==> src/rtl/uart_tx_port.sv <==
// Console output port that snoops data-memory writes to TX_ADDR and sends each
// 16-bit word as two 8N1 UART frames, low byte first, through a small word FIFO.
module uart_tx_port #(
  parameter int          CLKS_PER_BIT = 868,
  parameter logic [9:0]  TX_ADDR      = 10'h3FF,
  parameter int          FIFO_DEPTH   = 8
) (
  input  logic                         clk,
  input  logic                         rst,
  input  logic                         wr_en,
  input  logic [9:0]                   wr_addr,
  input  logic [15:0]                  wr_data,
  output logic                         tx,
  output logic                         busy,
  output logic                         fifo_full,
  output logic [$clog2(FIFO_DEPTH):0]  fifo_count,
  output logic                         overflow
);

  localparam int PTR_W  = $clog2(FIFO_DEPTH);
  localparam int CNT_W  = PTR_W + 1;
  localparam int BAUD_W = (CLKS_PER_BIT > 2) ? $clog2(CLKS_PER_BIT) : 1;

  localparam logic [BAUD_W-1:0] BAUD_LAST = BAUD_W'(CLKS_PER_BIT - 1);
  localparam logic [CNT_W-1:0]  DEPTH_C   = CNT_W'(FIFO_DEPTH);

  typedef enum logic [1:0] {
    S_IDLE,
    S_START,
    S_DATA,
    S_STOP
  } state_e;

  state_e              state_q, state_d;
  logic [BAUD_W-1:0]   baud_q, baud_d;
  logic [2:0]          bit_idx_q, bit_idx_d;
  logic                byte_sel_q, byte_sel_d;
  logic [15:0]         hold_q, hold_d;
  logic                tx_q, tx_d;
  logic [PTR_W-1:0]    head_q, head_d;
  logic [PTR_W-1:0]    tail_q, tail_d;
  logic [CNT_W-1:0]    count_q, count_d;
  logic                ovf_q, ovf_d;
  logic [15:0]         mem_q [FIFO_DEPTH];

  logic                push_req;
  logic                full;
  logic                push_ok;
  logic                pop;
  logic                has_word;
  logic                baud_done;
  logic [7:0]          cur_byte;

  // Fullness uses the pre-edge count, so a same-edge pop never makes room for a push.
  assign push_req  = wr_en && (wr_addr == TX_ADDR);
  assign full      = (count_q == DEPTH_C);
  assign push_ok   = push_req && !full;
  assign has_word  = (count_q != '0);
  assign baud_done = (baud_q == BAUD_LAST);
  assign cur_byte  = byte_sel_q ? hold_q[15:8] : hold_q[7:0];

  always_comb begin
    state_d    = state_q;
    baud_d     = baud_q;
    bit_idx_d  = bit_idx_q;
    byte_sel_d = byte_sel_q;
    hold_d     = hold_q;
    tx_d       = tx_q;
    pop        = 1'b0;

    if (state_q != S_IDLE) begin
      baud_d = baud_done ? '0 : baud_q + 1'b1;
    end

    case (state_q)
      S_IDLE: begin
        tx_d = 1'b1;
        if (has_word) begin
          pop        = 1'b1;
          state_d    = S_START;
          byte_sel_d = 1'b0;
          baud_d     = '0;
          tx_d       = 1'b0;
        end
      end
      S_START: begin
        if (baud_done) begin
          state_d   = S_DATA;
          bit_idx_d = 3'd0;
          tx_d      = cur_byte[0];
        end
      end
      S_DATA: begin
        if (baud_done) begin
          if (bit_idx_q == 3'd7) begin
            state_d = S_STOP;
            tx_d    = 1'b1;
          end else begin
            bit_idx_d = bit_idx_q + 3'd1;
            tx_d      = cur_byte[bit_idx_d];
          end
        end
      end
      S_STOP: begin
        if (baud_done) begin
          if (!byte_sel_q) begin
            state_d    = S_START;
            byte_sel_d = 1'b1;
            tx_d       = 1'b0;
          end else if (has_word) begin
            // Back-to-back words: the next start bit follows this stop bit directly.
            pop        = 1'b1;
            state_d    = S_START;
            byte_sel_d = 1'b0;
            tx_d       = 1'b0;
          end else begin
            state_d = S_IDLE;
            tx_d    = 1'b1;
          end
        end
      end
      default: begin
        state_d = S_IDLE;
        tx_d    = 1'b1;
      end
    endcase

    if (pop) begin
      hold_d = mem_q[head_q];
    end
  end

  always_comb begin
    head_d  = pop ? head_q + 1'b1 : head_q;
    tail_d  = push_ok ? tail_q + 1'b1 : tail_q;
    ovf_d   = ovf_q || (push_req && full);
    count_d = count_q;
    case ({push_ok, pop})
      2'b10:   count_d = count_q + 1'b1;
      2'b01:   count_d = count_q - 1'b1;
      default: count_d = count_q;
    endcase
  end

  always_ff @(posedge clk) begin
    if (rst) begin
      state_q    <= S_IDLE;
      baud_q     <= '0;
      bit_idx_q  <= 3'd0;
      byte_sel_q <= 1'b0;
      tx_q       <= 1'b1;
      head_q     <= '0;
      tail_q     <= '0;
      count_q    <= '0;
      ovf_q      <= 1'b0;
    end else begin
      state_q    <= state_d;
      baud_q     <= baud_d;
      bit_idx_q  <= bit_idx_d;
      byte_sel_q <= byte_sel_d;
      tx_q       <= tx_d;
      head_q     <= head_d;
      tail_q     <= tail_d;
      count_q    <= count_d;
      ovf_q      <= ovf_d;
    end
  end

  // Storage carries data only; the pointers and count decide what is valid.
  always_ff @(posedge clk) begin
    hold_q <= hold_d;
    if (push_ok) begin
      mem_q[tail_q] <= wr_data;
    end
  end

  assign tx         = tx_q;
  assign busy       = (state_q != S_IDLE);
  assign fifo_full  = full;
  assign fifo_count = count_q;
  assign overflow   = ovf_q;

endmodule

==> config.mk <==
export PLATFORM = sky130hd
export DESIGN_NAME = uart_tx_port
export DESIGN_NICKNAME = d
export VERILOG_FILES = /design/src/rtl/uart_tx_port.sv
export SDC_FILE = /design/constraint.sdc
export NUM_CORES = 1
export LEC_CHECK = 0
export CAP_MARGIN = 0
export CELL_PAD_IN_SITES_DETAIL_PLACEMENT = 1
export CELL_PAD_IN_SITES_GLOBAL_PLACEMENT = 1
export CORE_MARGIN = 5
export CORE_UTILIZATION = 54
export CTS_BUF_LIST = sky130_fd_sc_hd__clkbuf_16
export DETAILED_ROUTE_END_ITERATION = 10
export DONT_BUFFER_PORTS = 1
export PLACE_DENSITY_LB_ADDON = 0.08
export SYNTH_ARGS = -nofsm -noshare
export SYNTH_HDL_FRONTEND = slang
export SYNTH_SLANG_ARGS = --single-unit
export TNS_END_PERCENT = 1
==> constraint.sdc <==
create_clock -name clk -period 4.5 [get_ports clk]
set_input_delay 0.45 -clock clk [delete_from_list [all_inputs] [get_ports clk]]
set_output_delay 0.45 -clock clk [all_outputs]
set_load 0.01 [all_outputs]
After elaboration in Yosys (flattened, before gate mapping)
Memory sizes are Yosys's and may differ from the RTL's. A register that Yosys moved wholly into a read port is not among the register bits. Cells that the tools add are included.

Flip-flop bits (word level): 28. Memory bits (writable): 128. Word-level logic and storage cells: 84. Memories kept: 1.

$add $sub $neg: 6. $lt $le $gt $ge: 1. Equal/unequal tests: 15. Muxes and demuxes: 37. Reductions and logical operators: 15.

Memory list: mem_q (words 8, bits a word 16, read ports 1, clocked after memory_dff 1, write ports 1, line 44) `logic [15:0] mem_q [FIFO_DEPTH];`.

Operators with widths (number): 10-bit two-way mux (4); 10-bit equality test, second input constant (2); 1-bit two-way mux (17); 2-bit != test, second input constant (6); 10-bit by 1-bit adder with 10-bit output, second input constant (1); 2-bit two-way mux (5); 3-bit by 1-bit adder with 3-bit output, second input constant (3); 3-bit two-way mux (3); 8-bit two-way mux (1); 2-bit case mux with 4 select lines (1); 4-bit case mux with 2 select lines (1); 2-bit nonzero test (4); 2-bit equality test, second input constant (3); 3-bit case mux with 2 select lines (1); 3-bit AND reduction (2); 5-bit AND reduction (1); 4-bit by 1-bit adder with 4-bit output, second input constant (1); 2-bit by 1-bit equality test with 1-bit output, second input constant (2); 4-bit equality test, second input constant (1); 3-bit by 4-bit less-than comparator with 1-bit output, second input constant (1); 1-bit case mux with 2 select lines (2); 1-bit case mux with 4 select lines (1); 4-bit AND reduction (1); 4-bit nonzero test (1); 7 further kinds (9).

Depth between registers and ports, before layout
Gate-level depths: netlist (run 1).

Word-level depth: 7. Mapped depth: 11. Gate-level depth less buffers: 11.

Least setup slack after synthesis (run 1)
OpenSTA, ideal clock, no wires.

Kind: register to register. Start point: reg baud_q[0]. End point: reg count_q[2], in the netlist fifo_count[2]. Arrival time: 3.127 ns. Slack: 1.302 ns. Cell stages (with the launch flop): 12. Clock period less this slack: 3.198 ns. Cells stage by stage: dfxtp_1 > ha_1 > and4_1 > a41oi_1 > nor3_2 > ha_1 > xor2_1 > ha_1 > a21oi_1 > xor2_1 > or3_1 > a21oi_1.

Longest elaborated chain between the ends: 5. Elaborated cells between the ends (all ways): 7. Those cells by class: eq/ne: 3; mux: 3; reduce/logical: 1.

RTL lines: from (decl) (line 35) `logic [BAUD_W-1:0] baud_q, baud_d;`; from (signal assigned) (line 158) `baud_q <= baud_d;`; 10-bit equality test (*) (line 59) `assign baud_done = (baud_q == BAUD_LAST);`; 1-bit two-way mux (*) (line 105) `if (baud_done) begin`; 1-bit case mux with 2 select lines (*) (line 75) `case (state_q)`; named net pop (line 49) `logic pop;`; 2-bit by 1-bit equality test with 1-bit output or 2-bit equality test (tied branches) (line 138) `case ({push_ok, pop})`; 4-bit case mux with 2 select lines or 2-bit nonzero test (tied branches); to (signal assigned) (line 164) `count_q <= count_d;`; to (decl) (line 42) `logic [CNT_W-1:0] count_q, count_d;`.

The timed path passes the listed nets; every way through them passes the cells marked *. A chain may end at the register's enable or synchronous reset.

Final worst setup path (run 1)
Start point: reg state_q[0]. End point: reg count_q[2], in the netlist fifo_count[2].

Longest elaborated chain between the ends: 4. Elaborated cells between the ends (all ways): 7. Those cells by class: eq/ne: 3; mux: 2; reduce/logical: 2.

RTL lines: from (decl) (line 34) `state_e state_q, state_d;`; from (signal assigned) (line 157) `state_q <= state_d;`; 2-bit equality test or 2-bit zero test (tied branches) (line 75); 1-bit case mux with 2 select lines (*) (line 75); named net pop (line 49); 2-bit by 1-bit equality test with 1-bit output or 2-bit equality test (tied branches) (line 138); 4-bit case mux with 2 select lines or 2-bit nonzero test (tied branches).

Marked as above.

==> impl_metrics.tcl, run 1 <==
set metrics [dict create \
    status "complete, no violations" \
    max_slew.worst_pin.slew_ps 1050 \
    drc 0 \
    gp_congestion 0.781 \
    p_sw_mw 0.807 \
    synth_common_cells "edfxtp_1 (144), mux4_2 (35), nor2_1 (33)" \
    antenna_left 0 \
    die-area_sq_um 15600 \
    synth_compound_area_share_pct 3.97 \
    cts_setup_buffers 0 \
    numCtsBuffers 17 \
    grt_pass1_vias 3956 \
    initial_core_util_pct 54.5 \
    ctsResizeCount 0 \
    layout_worst_path_cycle_share_pct 68.4 \
    tns_ps 0 \
    hold_path.class "input pin to flop" \
    viasPerCell 5.88 \
    core-area_sq_um 13100 \
    skew_ps 10.8 \
    wl_per_cell_um 22.5 \
    row_count 42 \
    p_leak_nw 2.47 \
    finalSetupViolCount 0 \
    finish.instance_area_sq_um 7880 \
    ys_top_cells_by_area "edfxtp_1 (61%), mux4_2 (11%), dfxtp_1 (7.9%), mux2_2 (2.8%), ha_1 (2.1%)" \
    cts_buffer_depth 2 \
    required_ps 4850 \
    synth_edf_count 144 \
    rsz0062_at_grt "no" \
    grt_max_degree 30 \
    vias 3606 \
    clock_latency_ps 420 \
    synth_top_area_share_pct 60.7 \
    final-max-slew-violation-count 0 \
    area_growth_pct 10.6 \
    final_hold_viol_count 0 \
    dpl_cell_area_sq_um 7340 \
    synth.mux.area_fraction_pct 15.0 \
    overflow 0 \
    critPathMaxStageDelay_ps 600 \
    layout.nets 465 \
    grt_first_pass_wirelength_um 22200 \
    synth_cells 413 \
    drive_above_1_share_pct 24.7 \
    diodes 0 \
    port_buffers 0 \
    clkPwrFrac_pct 40.1 \
    yosysWarnings 0 \
    synth_most_common_cell "edfxtp_1" \
    cts_hold_buf 0 \
    yosys_most_used_dff "edfxtp_1" \
    max-vdd-ir-drop_uv 323 \
    drv_cap 0 \
    synthAdderAreaFrac_pct 2.11 \
    end_kind "flop" \
    antenna_found_initial 0 \
    path_cells "inv_1 > ha_1 > a41oi_1 > nor3_2 > buf_4 > ha_1 > xor2_1 > ha_1 > a21oi_1 > xor2_1 > or3_1 > a21oi_1" \
    arrival_ps 3430 \
    synth.distinct_cells 52 \
    cts-root-buf "clkbuf_16" \
    avgSynthCellArea_sq_um 17.3 \
    path_class "flop to flop" \
    synth_nets 454 \
    power_frac_seq_pct 52.5 \
    yosysSeqAreaShare_pct 68.5 \
    max-slew-margin-rel_pct 30.0 \
    yosysTopAreaCell "edfxtp_1" \
    startpoint_type "flop" \
    ys_seq_elements 172 \
    floorplan.io_pins 37 \
    p_int_mw 2.56 \
    cts.clk_slew.worst_paths_ps 70 \
    combPwrFrac_pct 7.3 \
    drt_wl_total_um 13800 \
    r2r_slack_ps 1420 \
    htreeDepth 4 \
    fp.dieH_um 125 \
    cp_common_cell "ha_1" \
    syn_area_sq_um 7130 \
    p_sw_share_pct 24.0 \
    cp_max_fo 20 \
    drtPass1Iterations 6 \
    drt_iter0_drc 259 \
    numClockSinks 172 \
    place_hpwl_um 8590 \
    slowest_stage "ha_1" \
    max_freq_mhz 325 \
    fp.dieW_um 125 \
    synth_top_family_by_area "multiplexers" \
    p_per_area_nw_per_um2 427 \
    synthSimpleGateAreaFrac_pct 7.56 \
    period_needed_ps 3080 \
    tritoncts "built" \
    synth_xor_area_share_pct 1.11 \
    grt_usage_pct 18.8 \
    ys_async_sr_fraction_pct 0 \
]
[metrics by stage]
| stage | setup slack [ps] | cells | utilization [%] | hold slack (ps) | power, mW |
|---|---|---|---|---|---|
| final | 1420 | 613 | 60.3 | 91.9 | 3.36 |
| after global routing | 1170 | 613 | 60.3 | 61.0 | 3.51 |
| after floorplan | 1300 | 413 | - | 450 | 2.01 |
| after detailed placement | 1420 | 581 | 56.1 | 473 | 2.05 |
| after global placement | 1550 | 581 | 56.1 | 462 | 2.04 |
| after CTS | 1390 | 613 | 60.3 | 66.0 | 3.39 |
[power groups by stage]
stage          combinational [mW]  sequential [mW]  clock [mW]
6_report                    0.246             1.77        1.35
5_1_grt                     0.274             1.77        1.47
4_1_cts                     0.248             1.77        1.38
3_5_place_dp                0.247             1.80           0
3_3_place_gp                0.240             1.80           0
2_1_floorplan               0.219             1.79           0
[cells in the final DEF (no fill, tap or decap), types with 8 or more instances in the layout]
cell	instances
dfxtp_1	27
a21oi_1	12
clkbuf_16	17
ha_1	12
mux2i_1	8
buf_4	11
edfxtp_1	144
nor2_1	33
nand2_1	13
mux2_2	18
mux4_2	35
[per-layer routing]
metal  track usage [%]  vias to the layer above  wire length (um)
met1              24.8                     1887              6100
met3              5.96                       11               524
met2              30.3                       59              7050
met5                 0                        -                 0
li1                  -                     1649                 -
met4              5.48                        0               123
[registers in the layout (all words and copies together) (netlist names)]
signal      count
tail_q          3
tx              1
bit_idx_q       3
head_q          3
byte_sel_q      1
state_q         2
hold_q         16
overflow        1
fifo_count      4
mem_q         128
baud_q         10
[worst paths after layout]
check                                      to         start  depth (start not counted)
worst max register to register  fifo_count[2]    state_q[0]                         12
worst min register to register   bit_idx_q[1]  bit_idx_q[1]                          2
worst min-delay path             bit_idx_q[0]           rst                          1
worst max-delay path            fifo_count[2]    state_q[0]                         12
[layout make-up]
type,instances,area [sq um]
fill,1136,5200
sequential,172,4890
multi-input combinational,216,2130
clock buffer,17,425
tap,176,220
clock inverter,15,115
timing repair buffer,11,82.6
inverter,6,22.5
[logic make-up after synthesis]
family | Yosys count
mux | 61
fa+ha+maj | 12
xor+xnor | 9
buf+inv | 25
compound gates | 39
simple gates | 95
flops | 172
[worst max-delay path, delay by kind of cell, from the launching register on]
kind	cells	cell delay, ps
AND/OR/NAND/NOR	2	500
XOR/XNOR	2	340
adder cells (fa/ha/maj)	3	1060
buffers and inverters	2	430
AO/OA/AOI/OAI	3	340
flip-flops	1	330
No activity file was read; power rests on OpenSTA's default activity.
==> inputs of run 2 (changes only) <==
clock period = 3.15 ns   (was 4.5 ns; I/O delays follow)
==> run 2 against run 1 <==
Net effect:
- flip-flop and latch count is the same
- critical path depth shrank 2
- cell count grew 3.9%
- register-to-register slack lost 1100 ps
- clock skew shrank 4.4 ps
- sequential power grew 42%
- first-iteration DRC count grew 5.8%
- global-route usage grew 0.14 points
- critical path type unchanged
==> impl_metrics.tcl, run 2 (synthesis results as in run 1) <==
set metrics [dict create \
    clkPwrFrac_pct 39.7 \
    status "complete, no violations" \
    htreeDepth 4 \
    initial_core_util_pct 54.5 \
    mostFrequentLayoutCell "edfxtp_1" \
    drtPass1Iterations 4 \
    drc 0 \
    cp_max_fo 8 \
    period_needed_ps 2780 \
    p_int_mw 3.74 \
    final-max-slew-violation-count 0 \
    rsz0062_at_grt "no" \
    clock_latency_ps 420 \
    p_sw_share_pct 23.4 \
    top_register "mem_q" \
    grt_pass1_vias 4011 \
    fp.dieH_um 125 \
    dp_worst_setup_slack_ps 395 \
    vias 3704 \
    port_buffers 0 \
    p_per_area_nw_per_um2 599 \
    path_class "flop to flop" \
    final_hold_viol_count 0 \
    end_kind "flop" \
    die-area_sq_um 15600 \
    max-slew-margin-rel_pct 25.2 \
    skew_ps 6.43 \
    area_growth_pct 14.3 \
    drt_wl_total_um 13900 \
    place_hpwl_um 8970 \
    required_ps 3490 \
    cts_buffer_depth 2 \
    floorplan.io_pins 37 \
    reg_top3 "mem_q: 128 flops, hold_q: 16 flops, baud_q: 10 flops" \
    cts.clk_slew.worst_paths_ps 60 \
    finish.instance_area_sq_um 8150 \
    final_util_pct 62.3 \
    layout.nets 489 \
    antenna_found_initial 0 \
    cts_setup_buffers 0 \
    hold_path.class "input pin to flop" \
    mostFrequentLayoutCells "edfxtp_1 (144), mux4_2 (35), nor2_1 (33), dfxtp_1 (27)" \
    drive_above_1_share_pct 24.5 \
    grt_usage_pct 18.9 \
    numCtsBuffers 17 \
    combPwrFrac_pct 8.6 \
    max_slew.worst_pin.slew_ps 1120 \
    antenna_left 0 \
    cts-root-buf "clkbuf_16" \
    largest_reg_flops 128 \
    numClockSinks 172 \
    finalSetupViolCount 0 \
    drt_iter0_drc 274 \
    layout_worst_path_cycle_share_pct 88.4 \
    tritoncts "built" \
    ctsResizeCount 0 \
    p_sw_mw 1.14 \
    gp_congestion 0.775 \
    diodes 0 \
    viasPerCell 5.81 \
    startpoint_type "flop" \
    grt_first_pass_wirelength_um 22300 \
    fp.dieW_um 125 \
    p_leak_nw 2.58 \
    max_freq_mhz 359 \
    drv_cap 0 \
    tns_ps 0 \
    core-area_sq_um 13100 \
    grt_max_degree 28 \
    wl_per_cell_um 21.8 \
    dpl_cell_area_sq_um 7420 \
    row_count 42 \
    power_frac_seq_pct 51.7 \
    arrival_ps 3130 \
    overflow 0 \
    final.setup.worst_slack_ps 366 \
    max-vdd-ir-drop_uv 414 \
]
## run 2: cell count changes in the layout (fill, tap and decap cells not counted), sizes merged
| cell | before | now |
|---|---|---|
| bufinv | 0 | 1 |
| clkinv | 6 | 9 |
| dlygate4sd3 | 0 | 18 |
| buf | 11 | 17 |
| inv | 14 | 10 |
## run 2: cell type report
class / count / area [sq um]
Sequential cell: 172 / 4890
Clock buffer: 17 / 425
Multi-Input combinational cell: 216 / 2140
Fill cell: 1132 / 4940
Clock inverter: 15 / 124
Inverter: 6 / 22.5
Tap cell: 176 / 220
Timing Repair Buffer: 35 / 333
## run 2: timing repair
| action | 4_1_cts | 5_1_grt |
|---|---|---|
| hold buffers | 18 | 0 |
| setup endpoints to repair | 0 | 0 |
| endpoints found under the hold margin | 155 | 0 |
## run 2: path summary, 6_finish.rpt
| path | startpoint | endpoint | slack (ps) | cells past startpoint |
|---|---|---|---|---|
| max | fifo_count[0] | fifo_count[2] | 370 | 10 |
| min | wr_addr[7] | tail_q[1] | 240 | 4 |
| max reg2reg | fifo_count[0] | fifo_count[2] | 370 | 10 |
| min reg2reg | bit_idx_q[1] | bit_idx_q[1] | 480 | 2 |
## run 2: layer usage
| metal | vias to the layer above | share of wire [%] | track usage [%] |
|---|---|---|---|
| met5 | - | 0 | 0 |
| met4 | 0 | 1.3 | 5.55 |
| met3 | 13 | 3.1 | 5.27 |
| met2 | 52 | 53 | 31.6 |
| met1 | 1934 | 43 | 24.5 |
| li1 | 1705 | - | - |
## run 2: worst max-delay path: stages, from the launching register on
cell     delay [ps]
dfxtp_1         610
nor4b_4         150
nor4_4          440
inv_1           150
ha_1            290
xor2_1          170
ha_1            190
a21oi_1         140
xor2_1          100
or3_1           310
a21oi_1         140
## run 2: power groups by stage
stage	logic [mW]	registers [mW]	clock network, mW
2_1_floorplan	0.319	2.56	0
6_report	0.422	2.52	1.94
4_1_cts	0.427	2.52	1.98
5_1_grt	0.468	2.53	2.12
3_5_place_dp	0.380	2.57	0
3_3_place_gp	0.368	2.57	0
## run 2: metrics by stage
stage | std cells | power [mW] | hold slack [ps]
after CTS | 637 | 4.94 | 224
after detailed placement | 587 | 2.95 | 389
final | 637 | 4.88 | 242
after global routing | 637 | 5.11 | 243
after global placement | 587 | 2.94 | 387
after floorplan | 413 | 2.88 | 414
